### config.mk
export PLATFORM = sky130hd
export DESIGN_NAME = memory_stage
export DESIGN_NICKNAME = d
export VERILOG_FILES = /design/src/rtl/mem_stage_pkg.sv /design/src/rtl/stack_pointer_unit.sv /design/src/rtl/var_reg.sv /design/src/rtl/memory_stage.sv
export SDC_FILE = /design/constraint.sdc
export NUM_CORES = 1
export LEC_CHECK = 0
export ABC_CLOCK_PERIOD_IN_PS = 3900
export BUFFER_PORTS_ARGS = -buffer_cell sky130_fd_sc_hd__buf_2
export CAP_MARGIN = 20
export CORE_ASPECT_RATIO = 0.8
export CORE_MARGIN = 1.5
export CORE_UTILIZATION = 30
export CTS_CLUSTER_SIZE = 20
export DETAILED_ROUTE_END_ITERATION = 16
export PLACE_DENSITY = 0.64
export SETUP_SLACK_MARGIN = 0.3
export SLEW_MARGIN = 20
export SYNTH_ARGS = -nofsm -noshare
export SYNTH_HDL_FRONTEND = slang
export SYNTH_HIERARCHICAL = 1
export SYNTH_SLANG_ARGS = --single-unit
### constraint.sdc
create_clock -name clk -period 3.9 [get_ports clk]
set_input_delay 0.78 -clock clk [delete_from_list [all_inputs] [get_ports clk]]
set_output_delay 0.78 -clock clk [all_outputs]
set_load 0.02 [all_outputs]
### src/rtl/mem_stage_pkg.sv
// Shared types for the memory stage: address/write-source selector encodings,
// the stack-transfer FSM states and the default stack-pointer reset value.
package mem_stage_pkg;

  typedef enum logic [1:0] {
    ADDR_ALU = 2'b00,
    ADDR_SP  = 2'b01,
    ADDR_SP1 = 2'b10
  } addr_sel_e;

  typedef enum logic [1:0] {
    WSRC_RSRC  = 2'b00,
    WSRC_RDEST = 2'b01,
    WSRC_PC    = 2'b10,
    WSRC_FLAGS = 2'b11
  } wsrc_sel_e;

  typedef enum logic {
    IDLE   = 1'b0,
    SECOND = 1'b1
  } state_e;

  // Top of a 12-bit word-addressed stack; the stack grows downward.
  localparam int SP_RESET_DEFAULT = 4095;

endpackage

### src/rtl/stack_pointer_unit.sv
// Stack pointer register with increment/decrement by one or two words.
// Arithmetic wraps modulo 2^ADDR_W.
// Ports: clk, reset; inc_i/dec_i request a move (dec wins), two_i selects a
// step of 2 instead of 1; sp_o is the current SP, sp_p1_o/sp_p2_o/sp_m1_o
// are the neighbouring addresses used by push/pop addressing.
module stack_pointer_unit
  import mem_stage_pkg::*;
#(
  parameter int ADDR_W   = 12,
  parameter int SP_RESET = SP_RESET_DEFAULT
) (
  input  logic              clk,
  input  logic              reset,
  input  logic              inc_i,
  input  logic              dec_i,
  input  logic              two_i,
  output logic [ADDR_W-1:0] sp_o,
  output logic [ADDR_W-1:0] sp_p1_o,
  output logic [ADDR_W-1:0] sp_p2_o,
  output logic [ADDR_W-1:0] sp_m1_o
);

  logic [ADDR_W-1:0] sp_q, sp_d, step;

  assign step = two_i ? ADDR_W'(2) : ADDR_W'(1);

  always_comb begin
    sp_d = sp_q;
    if (dec_i)      sp_d = sp_q - step;
    else if (inc_i) sp_d = sp_q + step;
  end

  always_ff @(posedge clk) begin
    if (reset) sp_q <= ADDR_W'(SP_RESET);
    else       sp_q <= sp_d;
  end

  assign sp_o    = sp_q;
  assign sp_p1_o = sp_q + ADDR_W'(1);
  assign sp_p2_o = sp_q + ADDR_W'(2);
  assign sp_m1_o = sp_q - ADDR_W'(1);

endmodule

### src/rtl/var_reg.sv
// Generic W-bit pipeline register with synchronous active-high clear.
// Ports: clk, reset, d (next value), q (registered value).
module var_reg #(
  parameter int W = 8
) (
  input  logic         clk,
  input  logic         reset,
  input  logic [W-1:0] d,
  output logic [W-1:0] q
);

  always_ff @(posedge clk) begin
    if (reset) q <= '0;
    else       q <= d;
  end

endmodule

### src/rtl/memory_stage.sv
// Memory pipeline stage: drives the data memory from the EX/MEM controls,
// owns the stack pointer, sequences two-word PC push/pop (CALL/RET) while
// stalling upstream, and registers the MEM/WB buffer.
// Ports: EX/MEM inputs (*_in), data memory interface (dmem_*), stall_out,
// sp_out (debug), MEM/WB outputs (*_out) incl. pc_load/flags_load pulses.
//
// state  | meaning
// IDLE   | single-word ops; first word of CALL/RET (stall raised)
// SECOND | second word of CALL (low PC at SP-1) or RET (high PC at SP+2)
module memory_stage
  import mem_stage_pkg::*;
#(
  parameter int ADDR_W   = 12,
  parameter int SP_RESET = SP_RESET_DEFAULT
) (
  input  logic              clk,
  input  logic              reset,
  input  logic [15:0]       result_in,
  input  logic [15:0]       read_data1_in,
  input  logic [15:0]       read_data2_in,
  input  logic [31:0]       pc_plus_one_in,
  input  logic [2:0]        flags_in,
  input  logic              mem_read_in,
  input  logic              mem_write_in,
  input  logic              mem_push_in,
  input  logic              mem_pop_in,
  input  logic [1:0]        memory_address_select_in,
  input  logic [1:0]        memory_write_src_select_in,
  input  logic              pc_choose_memory_in,
  input  logic              reg_write_in,
  input  logic              outport_enable_in,
  input  logic [1:0]        wb_sel_in,
  input  logic [2:0]        reg_write_address_in,
  input  logic [15:0]       LDM_value_in,
  input  logic [15:0]       input_port_in,
  input  logic [15:0]       dmem_rdata,
  output logic [ADDR_W-1:0] dmem_addr,
  output logic [15:0]       dmem_wdata,
  output logic              dmem_we,
  output logic              dmem_re,
  output logic              stall_out,
  output logic [ADDR_W-1:0] sp_out,
  output logic [15:0]       mem_data_out,
  output logic [15:0]       result_out,
  output logic [15:0]       LDM_value_out,
  output logic [15:0]       input_port_out,
  output logic              reg_write_out,
  output logic              outport_enable_out,
  output logic [1:0]        wb_sel_out,
  output logic [2:0]        reg_write_address_out,
  output logic              pc_load_out,
  output logic [31:0]       pc_from_mem_out,
  output logic              flags_load_out,
  output logic [2:0]        flags_from_mem_out
);

  localparam int WB_W = 16 * 4 + 1 + 1 + 2 + 3 + 1 + 32 + 1 + 3;

  state_e            state_q, state_d;
  logic [15:0]       low_q, low_d;
  logic              push, pop, two_push, two_pop;
  logic              sp_inc, sp_dec, sp_two, pc_load, flags_load;
  logic [ADDR_W-1:0] sp, sp_p1, sp_p2, sp_m1;
  logic [WB_W-1:0]   wb_d, wb_q;

  stack_pointer_unit #(.ADDR_W(ADDR_W), .SP_RESET(SP_RESET)) u_sp (
    .clk     (clk),
    .reset   (reset),
    .inc_i   (sp_inc),
    .dec_i   (sp_dec),
    .two_i   (sp_two),
    .sp_o    (sp),
    .sp_p1_o (sp_p1),
    .sp_p2_o (sp_p2),
    .sp_m1_o (sp_m1)
  );

  // Push has priority: a simultaneous pop request is dropped.
  assign push     = mem_push_in;
  assign pop      = mem_pop_in & ~mem_push_in;
  assign two_push = push & (memory_write_src_select_in == WSRC_PC);
  assign two_pop  = pop & pc_choose_memory_in;

  assign dmem_we = mem_write_in | push;
  assign dmem_re = ~dmem_we & (mem_read_in | pop);

  always_comb begin
    state_d    = state_q;
    low_d      = low_q;
    stall_out  = 1'b0;
    sp_inc     = 1'b0;
    sp_dec     = 1'b0;
    sp_two     = 1'b0;
    pc_load    = 1'b0;
    flags_load = 1'b0;

    case (memory_address_select_in)
      ADDR_SP:  dmem_addr = sp;
      ADDR_SP1: dmem_addr = sp_p1;
      default:  dmem_addr = result_in[ADDR_W-1:0];
    endcase

    case (memory_write_src_select_in)
      WSRC_RSRC:  dmem_wdata = read_data2_in;
      WSRC_RDEST: dmem_wdata = read_data1_in;
      WSRC_PC:    dmem_wdata = pc_plus_one_in[31:16];
      default:    dmem_wdata = {13'b0, flags_in};
    endcase

    case (state_q)
      IDLE: begin
        if (two_push) begin
          stall_out = 1'b1;
          dmem_addr = sp;
          state_d   = SECOND;
        end else if (two_pop) begin
          stall_out = 1'b1;
          dmem_addr = sp_p1;
          low_d     = dmem_rdata;
          state_d   = SECOND;
        end else if (push) begin
          dmem_addr = sp;
          sp_dec    = 1'b1;
        end else if (pop) begin
          dmem_addr  = sp_p1;
          sp_inc     = 1'b1;
          flags_load = (memory_write_src_select_in == WSRC_FLAGS);
        end
      end
      SECOND: begin
        // Upstream holds EX/MEM stable, so the held push bit tells CALL from RET.
        state_d = IDLE;
        sp_two  = 1'b1;
        if (push) begin
          dmem_addr  = sp_m1;
          dmem_wdata = pc_plus_one_in[15:0];
          sp_dec     = 1'b1;
        end else begin
          dmem_addr = sp_p2;
          sp_inc    = 1'b1;
          pc_load   = 1'b1;
        end
      end
      default: state_d = IDLE;
    endcase
  end

  always_ff @(posedge clk) begin
    if (reset) begin
      state_q <= IDLE;
      low_q   <= '0;
    end else begin
      state_q <= state_d;
      low_q   <= low_d;
    end
  end

  // Controls are bubbled while stalled; data fields pass through regardless.
  assign wb_d = {
    dmem_re ? dmem_rdata : 16'h0,
    result_in,
    LDM_value_in,
    input_port_in,
    reg_write_in & ~stall_out,
    outport_enable_in & ~stall_out,
    wb_sel_in,
    reg_write_address_in,
    pc_load,
    pc_load ? {dmem_rdata, low_q} : 32'h0,
    flags_load,
    flags_load ? dmem_rdata[2:0] : 3'b0
  };

  var_reg #(.W(WB_W)) u_mem_wb (
    .clk   (clk),
    .reset (reset),
    .d     (wb_d),
    .q     (wb_q)
  );

  assign {mem_data_out, result_out, LDM_value_out, input_port_out,
          reg_write_out, outport_enable_out, wb_sel_out, reg_write_address_out,
          pc_load_out, pc_from_mem_out, flags_load_out, flags_from_mem_out} = wb_q;

  assign sp_out = sp;

endmodule

==> summary by stage, run 1 <==
Clock tree
The number of buffers inserted by post-CTS setup repair is 0. No sink is reached through more buffers than the 2 on the longest clock path. Clock-pin slew was measured on the worst setup and hold paths at 0.07 ns. Clock latency on the worst-skew pair, taken at its later pin, is 0.42 ns.

The cell sitting at the root of the clock tree is a clkbuf_16. For this design, the sink count on the clock tree is 137. The number of H-tree levels is 4. Buffers inserted during clock tree synthesis total 17.

The clock tree from TritonCTS is yes.

Setup path
The biggest fanout along the worst timing path is 12. The beginning of the critical path is u_sp/sp_o[3]. The signal on the critical path passes through and3_1, and3_1, and3_1, nand4_1, xnor2_1, a221oi_1, o2bb2ai_1, buf_2. The worst setup path category is reg2out. The highest cell delay on the worst timing path is 0.62 ns.

The endpoint identified for the worst register-to-register timing path is u_sp/sp_o[11]. Following the worst setup path forward leads to its endpoint at dmem_addr[11]. The master of the slowest instance on the critical path is dfxtp_1.

The launch point of the worst reg-to-reg path is state_q. The critical path arrival is 2.67 ns. Setup slack on the worst reg-to-reg path comes out at 1.15 ns.

The worst path required time is 3.12 ns. The launching element type of the critical path is a flop. Counting stages on the worst path, the most repeated cell is and3_1. Measured in cells, the most critical reg-to-reg path has a length of 10. The kind of capture point of the worst setup path is an output port.

Die
The boundary pin count is 300. The die area is 0.02264 mm². The initial utilization of the core area, before any placement, comes to 30.43%. The die outline width is 167.9 µm. The total area inside the core boundary comes to 0.02144 mm². The die height is 134.9 µm. Row generation in the floorplan step produced 48 rows.

Synth
The synthesized area is 0.006524 mm². The async set or reset register ratio after synthesis is 0%. The synthesis warning total is 6. The register area share after synthesis is 42.04%. Synthesis handed over a netlist of 741 instances. The top cell type's share of synthesized area is 42.04%.

By area, the combinational part of the netlist is dominated by simple AND/OR/NAND/NOR gates. The most instantiated flip-flop cell in the synthesis netlist is dfxtp_1. The net count after synthesis is 909.

Yosys mapped a number of flops with a built-in enable equal to 0. The most common cell in the netlist is dfxtp_1. dfxtp_1 takes more of the synthesized area than any other cell. The flip-flop and latch count after synthesis is 137.

After synthesis, the cell types taking the most area are dfxtp_1 42%, nor2b_1 10%, nand2_1 4.9%. The synthesized-area fraction occupied by ao, oa, aoi and oai cells is 12.20%. The xor and xnor area share after synthesis is 4.296%. The commonest cells after synthesis are 137 x dfxtp_1, 105 x nor2b_1, 86 x nand2_1. The number of different library cells used by synthesis comes to 59. Multiplexer cells account for 3.721% of the synthesized area. Of the total synthesized cell area, the portion taken by full adders, half adders and majority gates is 3.759%. The post-synthesis share of cell area spent on and, or, nand and nor gates is 28.37%. After synthesis, the mean cell area works out to 8.804 µm².

Layout
The number of nets in the layout is 1185. Relative to the synthesized area, the layout overhead comes to 34.94%. In the final layout, the share of cells above drive strength 1 is 36.70%.

The final core area utilization is 41.06%. The count of cells in the finished layout, fillers not included, comes to 1307.

Power
The total power is 4.159 mW. The analysis attributes to cell leakage a power of 4.187 nW. VDD sags by at most 0.2615 mV. Dividing total power by cell area gives a power density of 472.5 mW/mm².

Global routing
Global routing used 16.34% of the available tracks. The initial antenna violation count is 4. The aggregate global routing overflow is 0.

The number of global-route vias before repair is 5483. The wire length of the first global-routing pass is 28880 µm. The maximum number of pins on one net before global-route repair is 70.

Route
The via density per instance is 4.633. The first TritonRoute pass finished after 5 iterations. In the routed design, unresolved DRC markers number 0. The post-detailed-route wirelength per cell is 14.50 µm. The count of nets left with antenna violations once routing finished came out at 0. The number of design-rule violations left by the first detailed-router iteration is 316. The final layout contains routed wiring with a total length of 18960 µm. The total via count after detailed routing is 6055.

Timing
In the finished design, the share of the clock period the worst path needs comes to 88.43%. For the pin with the worst max-slew slack, the measured transition is 1.079 ns. The number of hold violations in the final report is 0. For this run, the top clock speed supported by timing is 0.2900 GHz.

The final number of setup-violating endpoints is 0. The max-slew headroom at the worst pin is 27.83%. The total negative slack for setup checks is 0 ns. The post-route minimum period is 3.449 ns. Across all setup checks in the final design, the least slack found is 0.4514 ns. Setup repair after global routing could not meet its margin everywhere. The final max-slew violation count is 0. On the final layout, the worst clock skew is 0.01350 ns.

Run status
The flow ran to the end, and the final reports show no timing, DRC or antenna violations.

Placed design
At the placement stage, the worst setup path has a slack of 0.6239 ns. Port buffering added 299 buffers. The global placer's final weighted congestion is 0.8502. The number of placed instances with taps included is 1273. After legalization and detailed placement, the total HPWL measured 14230 µm.

Min path
The type of the tightest min-delay check is reg2reg. In this run the most critical hold path is launched from low_q[9].

Flow run
Across the run, the number of max-cap violations was 0.
where the power goes:
group	leakage (nW)	internal, mW	switching [mW]
Clock	0.299	0.970	0.675
Combinational	2.76	0.402	0.557
Sequential	1.12	1.47	0.0900
stage by stage:
| stage | hold WS (ns) | cell area [µm²] |
|---|---|---|
| 6_report | 0.4498 | 8803 |
| 5_1_grt | 0.4637 | 8798 |
| 4_1_cts | 0.4516 | 8788 |
| 3_5_place_dp | 0.4430 | 8173 |
| 3_3_place_gp | 0.4379 | 8173 |
| 2_1_floorplan | 0.4317 | 6524 |
cell type report:
type	count	area (µm²)
Timing Repair Buffer	315	1619
Antenna cell	2	5.005
Inverter	14	52.55
Clock inverter	15	182.7
Multi-Input combinational cell	532	3427
Tap cell	275	344.1
Sequential cell	137	2748
Fill cell	2174	12640
Clock buffer	17	425.4
repair_timing:
item / 4_1_cts / 5_1_grt
hold endpoints to repair: 0 / 0
resized for setup: 2 / 4
hold buffers: 0 / 0
endpoints found under the setup margin: 3 / 5
how the worst min path moves through the flow:
| stage | to | slack [ns] | cells past startpoint |
|---|---|---|---|
| floorplan | low_q[0] | 0.43 | 2 |
| CTS | low_q[0] | 0.45 | 2 |
| global placement | low_q[9] | 0.44 | 2 |
| global route | low_q[0] | 0.46 | 2 |
| finish | low_q[9] | 0.45 | 2 |
| detailed placement | low_q[0] | 0.44 | 2 |
flip-flops by register name, summed over array words and instances (netlist names):
name        cells
state_q         1
u_sp/sp_o      12
u_mem_wb/q    108
low_q          16
metal layers:
metal	wire length [µm]	GRT usage, %	vias to the layer above
met5	17	0	-
met4	273	5.706	4
met3	1292	4.250	23
met2	9187	27.87	243
met1	8186	20.01	2776
li1	-	-	3009
worst max-delay path, delay by kind of cell, from the launching register on:
family	cells	cell delay, ns
flops	1	0.62
compound gates	2	0.37
buf+inv	1	0.17
simple gates	4	0.92
xor+xnor	1	0.17
cell usage in the layout, fill, tap and decap left out, drive strengths merged, types with 5 or more instances in the layout:
cell and n:
and3 6, a221oi 12, and2 51, xnor2 12, nor3 6, o21ai 20, nand2 86, nor2 44
dfxtp 137, a21oi 53, ha 18, clkbuf 17, inv 22, nand3 5, o2bb2ai 12, o211ai 5
xor2 20, or2 5, buf 315, nor2b 115, mux2i 13
cell families (layout without fill, tap and decap cells):
family,count (synthesis),in the layout
compound gates,123,123
xor+xnor,32,32
fa+ha+maj,19,19
buf+inv,72,361
flops,137,137
mux,20,20
other cells,0,2
simple gates,338,338
(Power assumes the default switching activity.)
==> run 2: changes to the inputs <==
--- a/config.mk
+++ b/config.mk
@@ -5,7 +5,7 @@
 export SDC_FILE = /design/constraint.sdc
 export NUM_CORES = 1
 export LEC_CHECK = 0
-export ABC_CLOCK_PERIOD_IN_PS = 3900
+export ABC_CLOCK_PERIOD_IN_PS = 3100
 export BUFFER_PORTS_ARGS = -buffer_cell sky130_fd_sc_hd__buf_2
 export CAP_MARGIN = 20
 export CORE_ASPECT_RATIO = 0.8
@@ -13,7 +13,7 @@
 export CORE_UTILIZATION = 30
 export CTS_CLUSTER_SIZE = 20
 export DETAILED_ROUTE_END_ITERATION = 16
-export PLACE_DENSITY = 0.64
+export PLACE_DENSITY = 0.66
 export SETUP_SLACK_MARGIN = 0.3
 export SLEW_MARGIN = 20
 export SYNTH_ARGS = -nofsm -noshare
==> constraint.sdc (replaced) <==
create_clock -name clk -period 3.1 [get_ports clk]
set_input_delay 0.62 -clock clk [delete_from_list [all_inputs] [get_ports clk]]
set_output_delay 0.62 -clock clk [all_outputs]
set_load 0.02 [all_outputs]
==> run 2 against run 1 <==
Utilization is 2.1 points higher; register-to-register slack got worse by 0.68 ns; critical path type unchanged; sequential power grew 24%; global-route usage is 0.78 points higher; final cell count up 1.3%; via count is 1.2% higher; clock skew rose by 0.0019 ns; wire length increased by 5.9%; total power up 29%; first-iteration DRC count grew 8.2%; worst hold slack lost 0.041 ns; the run now ends with setup timing left; clock-buffer cell count is the same.
==> summary by stage, run 2 (synthesis results as in run 1) <==
Setup path
The worst path required time was 2.48 ns (-0.64 ns). The worst setup path category is reg2out. The critical path arrival is 2.54 ns (-0.13 ns).

Broken down by cell family, the worst path's largest delay share belongs to simple AND/OR/NAND/NOR gates. The cell that appears most often on the critical path is nand2_1. The kind of capture point of the worst setup path is an output port.

Walking the worst path, the cells encountered are inv_6, ha_4, nor3b_4, nand2_1, or2_4, nor4_4, xor2_1, nand2_1, nand2_1, o21ai_2, o2bb2ai_2, buf_6. The number of buffers and inverters on the critical path came to 2 (+1). The master of the slowest instance on the critical path is dfxtp_4. Tracing the worst setup path back leads to its startpoint at u_sp/sp_o[1]. The highest cell delay on the worst timing path is 0.38 ns (-0.24 ns). The launch point of the worst reg-to-reg path is state_q. The launching element type of the critical path is a flop. The biggest fanout along the worst timing path came to 5 (-7).

Global routing
The number of global-route vias before repair is 5719 (+4.3%). The wire length of the first global-routing pass is 30310 µm (+4.9%). The initial antenna violation count is 0 (-4). The aggregate global routing overflow was 0 (unchanged). The maximum number of pins on one net before global-route repair is 117 (+67%). The aggregate global-route resource usage is 17.12% (+0.78 points).

Route
The remaining design rule violation count came to 0 (unchanged). The first-pass detailed-route iteration total is 5 (unchanged). The number of antenna-violating nets in the routed design is 0 (unchanged). The total via count after detailed routing came to 6130 (+1.2%).

The post-detailed-route wirelength per cell is 15.17 µm (+4.6%). The total detailed-routing wirelength is 20090 µm (+5.9%). The number of design-rule violations left by the first detailed-router iteration is 342 (+8.2%). The via density per instance is 4.630 (about the same).

Clock tree
The clock sink count is 137 (unchanged). The maximum buffer depth of the clock tree is 2 (unchanged). The clock-pin slew on the worst setup and hold paths was 0.07 ns (about the same). The number of buffers created by CTS was 17 (unchanged).

TritonCTS built the clock tree. The latest clock arrival within the worst-skew pair is 0.41 ns (about the same). The number of H-tree levels was 4 (unchanged). The hold-fix buffer count after cts was 0 (unchanged). The root buffer selected by CTS is clkbuf_16.

Placed design
The final HPWL from detailed placement is 14550 µm (+2.3%). The number of buffers inserted by port buffering is 299 (unchanged). The minimum setup slack after placement is 0.02351 ns (-0.6004 ns).

The placed instance area is 0.008299 mm² (+1.5%). The global placer's final weighted congestion was 0.8454 (-0.56%).

Die
The die area is 0.02264 mm² (unchanged). The die height came to 134.9 µm (unchanged). The number of placement rows was 48 (unchanged).

The starting density of the core is 30.43% (unchanged). The boundary pin count is 300 (unchanged). The core box area is 0.02144 mm² (unchanged). The die outline width was 167.9 µm (unchanged).

Timing
The worst path uses 101.8% of the clock period. The max-slew headroom at the worst pin is 52.14% (+24 points). Setup repair after global routing could not meet its margin everywhere. The worst path setup slack after routing came to -0.05505 ns (-0.5064 ns).

The transition time at the pin with the least slew margin came to 0.7169 ns (-0.3617 ns). The worst clock skew is 0.01537 ns (+0.001876 ns). The final max-slew violation count is 0 (unchanged). Subtracting the final worst setup slack from the clock period gives 3.155 ns.

The number of hold violations in the final report is 0 (unchanged). The final number of setup-violating endpoints is 2 (+2). The maximum clock frequency is 0.3170 GHz.

Flow run
The max-cap violation count is 0 (unchanged).

Power
The internal power component is 3.548 mW (+25%). The switching fraction of total power was 34.04% (+2.3 points). The static leakage power came to 4.349 nW (+3.9%). The fraction of power consumed by sequential logic came to 35.9% (-1.5 points).

The power density of the placed cells came to 580.8 mW/mm² (+23%). The net switching power was 1.831 mW (+39%). The share of power burned in combinational logic came to 26.3% (+3.3 points). The worst IR drop on VDD is 0.3377 mV (+29%). The fraction of power consumed by the clock network is 37.8% (-1.8 points).

Layout
The most frequent standard cell in the layout excluding fill and tap cells is buf_2. The layout cell share with drive strength beyond 1 came to 41.75% (+5.1 points). The number of nets in the layout was 1204 (+1.6%). The final instance area came to 0.009260 mm² (+5.2%).

u_mem_wb/q holds more flip-flops than any other register. The final core area utilization is 43.19% (+2.1 points). In the layout the commonest cells are 289 x buf_2, 133 x dfxtp_1, 103 x nor2b_1. The diode insertion count for antenna repair is 0 (-2). The layout filler cell count is 2116 (-2.7%). Compared with the post-synthesis result, the final layout area differs by 41.94%.

The flip-flop count of the largest register after layout came to 108 (unchanged).

Run status
The checks that failed: setup timing. The run finished, with violations left.

Min path
The type of the tightest min-delay check is in2reg. The startpoint of the lowest-slack hold path is result_in[13].
## run 2: timing repair
item	4_1_cts	5_1_grt
setup buffers	5	9
gates resized for setup	37	31
setup endpoints to repair	12	14
pin swaps	8	12
endpoints found under the hold margin	0	0
## run 2: cell type report
cell class	instances	area, µm²	area share, %
multi-input combinational	532	3649	39.40
sequential	137	2753	29.73
timing repair buffer	334	1853	20.01
clock buffer	17	425.4	4.594
tap	275	344.1	3.716
clock inverter	15	178.9	1.932
inverter	14	57.56	0.6215
## run 2: final timing paths
check,depth (start not counted),slack [ns],endpoint
worst max register to register,10,0.47,u_sp/sp_o[11]
worst max-delay path,12,-0.06,dmem_addr[10]
worst min register to register,2,0.45,low_q[12]
worst min-delay path,2,0.41,u_mem_wb/q[89]
## run 2: power by group through the flow
stage | Sequential, mW | Clock [mW] | Combinational (mW)
finish | 1.93 | 2.03 | 1.42
global route | 1.94 | 2.16 | 1.54
CTS | 1.93 | 2.09 | 1.35
detailed placement | 1.97 | 0 | 1.28
global placement | 1.96 | 0 | 1.27
floorplan | 2.02 | 0 | 0.825
## run 2: metal layers
metal / GRT usage, % / vias up / wire length [µm]
met3: 4.543 / 12 / 1270
li1: - / 3046 / -
met1: 21.64 / 2849 / 8956
met2: 28.75 / 223 / 9666
met5: 0 / - / 0
met4: 4.905 / 0 / 191
## run 2: through the flow
stage | cells | setup TNS (ns) | power (mW) | hold slack [ns]
final | 1324 | -0.1047 | 5.379 | 0.4084
after global routing | 1324 | -0.6217 | 5.645 | 0.3924
after CTS | 1315 | -0.2222 | 5.364 | 0.3903
after detailed placement | 1278 | 0 | 3.242 | 0.4434
after global placement | 1278 | 0 | 3.230 | 0.4369
after floorplan | 741 | 0 | 2.845 | 0.4317
